--- config.mk ---
export PLATFORM = sky130hd
export DESIGN_NAME = small_calculator_cu
export DESIGN_NICKNAME = d
export VERILOG_FILES = /design/src/rtl/small_calculator_cu.sv
export SDC_FILE = /design/constraint.sdc
export NUM_CORES = 1
export LEC_CHECK = 0
export ABC_AREA = 0
export BUFFER_PORTS_ARGS = -buffer_cell sky130_fd_sc_hd__buf_4
export CAP_MARGIN = 5
export CORE_AREA = 2 2 39 41
export DETAILED_ROUTE_END_ITERATION = 10
export DIE_AREA = 0 0 41 43
export GPL_TIMING_DRIVEN = 0
export PLACE_DENSITY = 0.64
export SYNTH_ARGS = -nofsm -noshare
export SYNTH_HDL_FRONTEND = slang
export SYNTH_SLANG_ARGS = --single-unit
--- constraint.sdc ---
create_clock -name clk -period 3.2 [get_ports clk]
set_clock_uncertainty 0.2 [all_clocks]
set_input_delay 0.64 -clock clk [delete_from_list [all_inputs] [get_ports clk]]
set_output_delay 0.64 -clock clk [all_outputs]
set_load 0.05 [all_outputs]
--- src/rtl/small_calculator_cu.sv ---
// Moore control unit for the small calculator datapath: load R1, load R2,
// compute R3 = R1 op R2, then gate the ALU result onto the output.
// Ports: clk, rst (sync, active-high), go/op request in;
//   s1, wa, we, raa, rea, rab, reb, c, s2 datapath controls out;
//   done, busy status out; cs current-state debug out.
// Optional: `define CALC_CLEAR_EN adds CLR1..CLR3, which zero R1..R3 after
//   each operation.
module small_calculator_cu (
  input  logic       clk,
  input  logic       rst,
  input  logic       go,
  input  logic [1:0] op,
  output logic [1:0] s1,
  output logic [1:0] wa,
  output logic       we,
  output logic [1:0] raa,
  output logic       rea,
  output logic [1:0] rab,
  output logic       reb,
  output logic [1:0] c,
  output logic       s2,
  output logic       done,
  output logic       busy,
  output logic [2:0] cs
);

  typedef enum logic [2:0] {
    IDLE   = 3'd0,
    LOAD_A = 3'd1,
    LOAD_B = 3'd2,
    EXEC   = 3'd3,
    DONE   = 3'd4,
    CLR1   = 3'd5,
    CLR2   = 3'd6,
    CLR3   = 3'd7
  } state_t;

  state_t     state;
  state_t     nxt;
  logic [1:0] op_q;

  always_ff @(posedge clk) begin
    if (rst) begin
      state <= IDLE;
      op_q  <= 2'b00;
    end else begin
      state <= nxt;
      if (state == IDLE && go)
        op_q <= op;
    end
  end

  always_comb begin
    nxt  = IDLE;
    s1   = 2'b00;
    wa   = 2'b00;
    we   = 1'b0;
    raa  = 2'b00;
    rea  = 1'b0;
    rab  = 2'b00;
    reb  = 1'b0;
    c    = 2'b00;
    s2   = 1'b0;
    done = 1'b0;
    case (state)
      IDLE: begin
        nxt = go ? LOAD_A : IDLE;
      end
      LOAD_A: begin
        s1  = 2'b01;
        wa  = 2'b01;
        we  = 1'b1;
        nxt = LOAD_B;
      end
      LOAD_B: begin
        s1  = 2'b10;
        wa  = 2'b10;
        we  = 1'b1;
        nxt = EXEC;
      end
      EXEC: begin
        rea = 1'b1;
        raa = 2'b01;
        reb = 1'b1;
        rab = 2'b10;
        c   = op_q;
        s1  = 2'b11;
        wa  = 2'b11;
        we  = 1'b1;
        nxt = DONE;
      end
      DONE: begin
        rea  = 1'b1;
        raa  = 2'b01;
        reb  = 1'b1;
        rab  = 2'b10;
        c    = op_q;
        s2   = 1'b1;
        done = 1'b1;
`ifdef CALC_CLEAR_EN
        nxt  = go ? DONE : CLR1;
`else
        nxt  = go ? DONE : IDLE;
`endif
      end
`ifdef CALC_CLEAR_EN
      CLR1: begin
        wa  = 2'b01;
        we  = 1'b1;
        nxt = CLR2;
      end
      CLR2: begin
        wa  = 2'b10;
        we  = 1'b1;
        nxt = CLR3;
      end
      CLR3: begin
        wa  = 2'b11;
        we  = 1'b1;
        nxt = IDLE;
      end
`endif
      // Unused encodings fall back to IDLE with all outputs low.
      default: nxt = IDLE;
    endcase
  end

  assign busy = (state != IDLE);
  assign cs   = state;

endmodule
# Word-level counts from Yosys, hierarchy flattened
# Index checks and enable logic that the tools add are counted.
# Widths: inputs -> output; s select.
totals:
  register_bits: 5
  latch_bits: 0
  ram_bits: 0
  romBits: 0
  inputBits: 5
  elab_cells: 21
  mem_count: 0
classes:
  n_addsub: 0
  multipliers: 0
  n_div: 0
  n_lt_le_gt_ge: 0
  n_eq_ne: 4
  shifts: 0
  muxes: 10
  bitwise: 0
  reduce_logical: 5
ops:
  columns: ["op", "n"]
  rows:
  - ["$pmux 3 s5", 1]
  - ["$eq 3x2->1 const B", 2]
  - ["$pmux 2 s3", 1]
  - ["$mux 1", 5]
  - ["$mux 2", 2]
  - ["$eq 3x1->1 const B", 1]
  - ["$eq 3x3->1 const B", 1]
  - ["$logic_not 3->1", 1]
  - ["$mux 3", 1]
  - ["$reduce_bool 3->1", 1]
  - ["$reduce_or 3->1", 1]
  - ["$reduce_or 2->1", 1]
  - ["$logic_and 1x1->1", 1]

# Depth between registers and ports, before layout
depth:
  depth_word: 3
  ltp_mapped: 4
  ltp_nobuf: 2

# Worst setup path before layout
# Ideal clock, no wire load.
synth_path:
  path_type: "reg-to-output"
  startpoint: "register state[2], in the netlist cs[2]"
  endpoint: "output port raa[0]"
  arrival_ns: 1.933
  required_time_ns: 2.360
  path_slack_ns: 0.427
  stages_incl_launch_ff: 5
  n_path_buf: 2
  cell_sequence: "dfxtp_1 > buf_6 > or3b_4 > nand2_1 > buf_4"
synth_between:
  elab_chain_len: 3
synth_lines:
  columns: ["element", "line_no", "rtl"]
  rows:
  - ["start: declaration", "38", "state_t state;"]
  - ["start signal: assignment", "47", "state <= nxt;"]
  - ["$eq 3x3->1 or $eq 3x2->1 (tied branches)", "65", "case (state)"]
  - ["$reduce_or 2->1 (no line) *", null, null]
  - ["$mux 1 *", "65", null]
  - ["end: declaration", "16", "output logic [1:0] raa,"]
# Every way passes the cells marked *; elsewhere a longest branch is shown, timed or not.

# Final worst setup path
layout_path:
  startpoint: "register state[2], in the netlist cs[2]"
  endpoint: "output port reb"
layout_between:
  elab_chain_len: 3
layout_lines:
  columns: ["element", "line_no", "rtl"]
  rows:
  - ["$eq 3x3->1 or $eq 3x2->1 (tied branches)", "65", null]
  - ["$reduce_or 2->1 (no line) *", null, null]
  - ["$mux 1 *", "65", null]
  - ["end: declaration", "19", "output logic reb,"]
# Marks and branches as above.

==> metrics.yaml <==
route:
  wl_per_cell_microns: 9.14
  ant_nets: 0
  wl_microns: 759
  viasPerCell: 4.34
  vias: 360
  drc: 0
  drtIter0Drc: 4
  firstDrtPassIters: 4
clock_network:
  clock-root-buffer: "clkbuf_4"
  post-cts-setup-buffers: 0
  clock_sinks: 5
  clkTransAtPathRegs_ns: 0.04
  htreeDepth: 1
  cts_tree: "done"
  ctsHoldBuffers: 0
  worst_skew_pair.late_latency_ns: 0.24
  clk_path_buf_depth: 2
  post_cts_resized: 0
  cts_buffers: 3
status:
  status: "finished, final reports clean"
timing:
  clock.fmax_mhz: 414
  final.setup.tns_ns: 0
  timing.final.crit_share: 0.755
  hold_viol_final: 0
  finalWorstSetupSlack_ns: 0.785
  final-setup-viol-count: 0
  finalMaxSlewViolations: 0
  fin_crit_ns: 2.42
  rsz0062_at_grt: "false"
global_routing:
  grt_overflow_total: 0
  antenna_found_initial: 0
  grt_pass1_wl_microns: 1150
  grt_max_degree: 11
  grt_pass1_vias: 279
  grtUsageTotal: 0.102
cells_and_area:
  syn_to_final_growth_pct: 54.2
  finalNetCount: 73
  drive_gt1_frac: 0.612
  antenna_cells: 0
pwr:
  ir_drop_mv: 0.148
  p_per_area_nw_per_um2: 509
  p_total_w: 0.000301
  p_leak_nw: 0.311
die:
  die_y_microns: 43
  die-area_sq_um: 1760
  ios: 24
  core_area_sq_um: 1380
  die_w_microns: 41
  initial_core_util: 0.277
  num_rows: 14
logic_synthesis:
  synthFlopType: "dfxtp_1"
  synth_edf_count: 0
  synthCells: 41
  ys_warn_count: 0
  ys_seq_area_frac: 0.261
  ys_seq_elements: 5
  avgSynthCellArea_sq_um: 9.34
  netlist_area_sq_um: 383
  ys_types: 20
  async_flop_share: 0
place:
  port_buffers: 21
  place_ws_ns: 1.03
  gp_congestion: 0.621
  dpl.hpwl_microns: 612
setup_path:
  cp-end-kind: "output port"
  worstPathArrival_ns: 1.58
  crit_fanout: 10
  cp-start-kind: "flip-flop"
  crit_required_ns: 2.36
  cpMostUsedCell: "buf_4"
  critPathBufInv: 3
  path_cells: "buf_6 > or3b_4 > nand2_1 > buf_4 > buf_4"
  critPathKind: "flip-flop to output port"
  cp_top_family: "simple AND/OR/NAND/NOR gates"
  slowest_delay_ns: 0.41
  crit_slowest_cell: "or3b_4"
hold_path:
  holdCritPathClass: "flip-flop to flip-flop"
job:
  max-cap-violations: 0
[Yosys cell counts (all sizes together), types with 2 or more instances]
cell type   n  share of area
a21boi      2          0.059
and2b       2          0.046
buf        11           0.24
dfxtp       5           0.26
mux2i       2          0.052
nand2b      4          0.065
nor2        3          0.029
[layer usage]
metal	up-vias	track usage	wire (microns)
li1	175	-	-
met1	154	0.113	301
met2	29	0.141	333
met3	2	0.0314	114
met4	0	0.100	10
met5	-	0	0
[flip-flops by register name, indices dropped and copies added (netlist names)]
signal and count:
cs 3, op_q 2
[path summary, 6_finish.rpt]
check	from	to	slack, ns	depth (start not counted)
worst max-delay path	cs[2]	reb	0.78	5
worst min register to register	op_q[0]	op_q[0]	0.27	2
worst max register to register	cs[0]	op_q[1]	1.93	3
worst min-delay path	op_q[0]	op_q[0]	0.27	2
[layout make-up]
class / instances / area [sq um]
timing repair buffer: 21 / 158
buffer: 11 / 90.1
fill: 149 / 793
tap: 16 / 20.0
multi-input combinational: 25 / 193
clock buffer: 4 / 26.3
inverter: 1 / 3.75
sequential: 5 / 100
[metrics by stage]
stage / cell area [sq um] / utilization / hold slack (ns) / cells
after detailed placement: 564 / 0.408 / 0.265 / 79
after floorplan: 387 / - / 0.244 / 42
after global routing: 591 / 0.427 / 0.294 / 83
after CTS: 591 / 0.427 / 0.271 / 83
after global placement: 564 / 0.408 / 0.258 / 79
final: 591 / 0.427 / 0.266 / 83
[logic make-up after synthesis]
logic type	after synthesis	share of synthesized area
XOR/XNOR	1	0.0229
buffers and inverters	12	0.245
other	1	0.00979
AO/OA/AOI/OAI	3	0.0719
multiplexers	2	0.0523
AND/OR/NAND/NOR	17	0.337
flip-flops	5	0.261
[worst reg2reg max path, cell delays in order (launching register included)]
cell     delay, ns
dfxtp_1       0.30
buf_4         0.16
nor4b_4       0.33
mux2i_1       0.21
[where the power goes]
part	switching [W]	leakage, nW	internal [W]	total [W]
clock network	0.0000269	0.0150	0.0000472	0.0000741
logic	0.0000994	0.255	0.0000561	0.000155
registers	0.00000298	0.0411	0.0000682	0.0000712
[cell usage in the layout, fill, tap and decap left out, drive strengths merged]
| cell | Yosys | layout |
|---|---|---|
| nor2 | 3 | 3 |
| nand2 | 1 | 1 |
| a21oi | 1 | 1 |
| nand3b | 1 | 1 |
| nor4 | 1 | 1 |
| nor3 | 1 | 1 |
| inv | 1 | 1 |
| and2b | 2 | 2 |
| or3b | 1 | 1 |
| buf | 11 | 32 |
| clkbuf | 0 | 4 |
| or3 | 1 | 1 |
| nand4bb | 1 | 1 |
| xnor2 | 1 | 1 |
| mux2i | 2 | 2 |
| dfxtp | 5 | 5 |
| nand2b | 4 | 4 |
| conb | 1 | 2 |
| nor4b | 1 | 1 |
| a21boi | 2 | 2 |
Note: power is estimated with default switching activity, not from simulation.
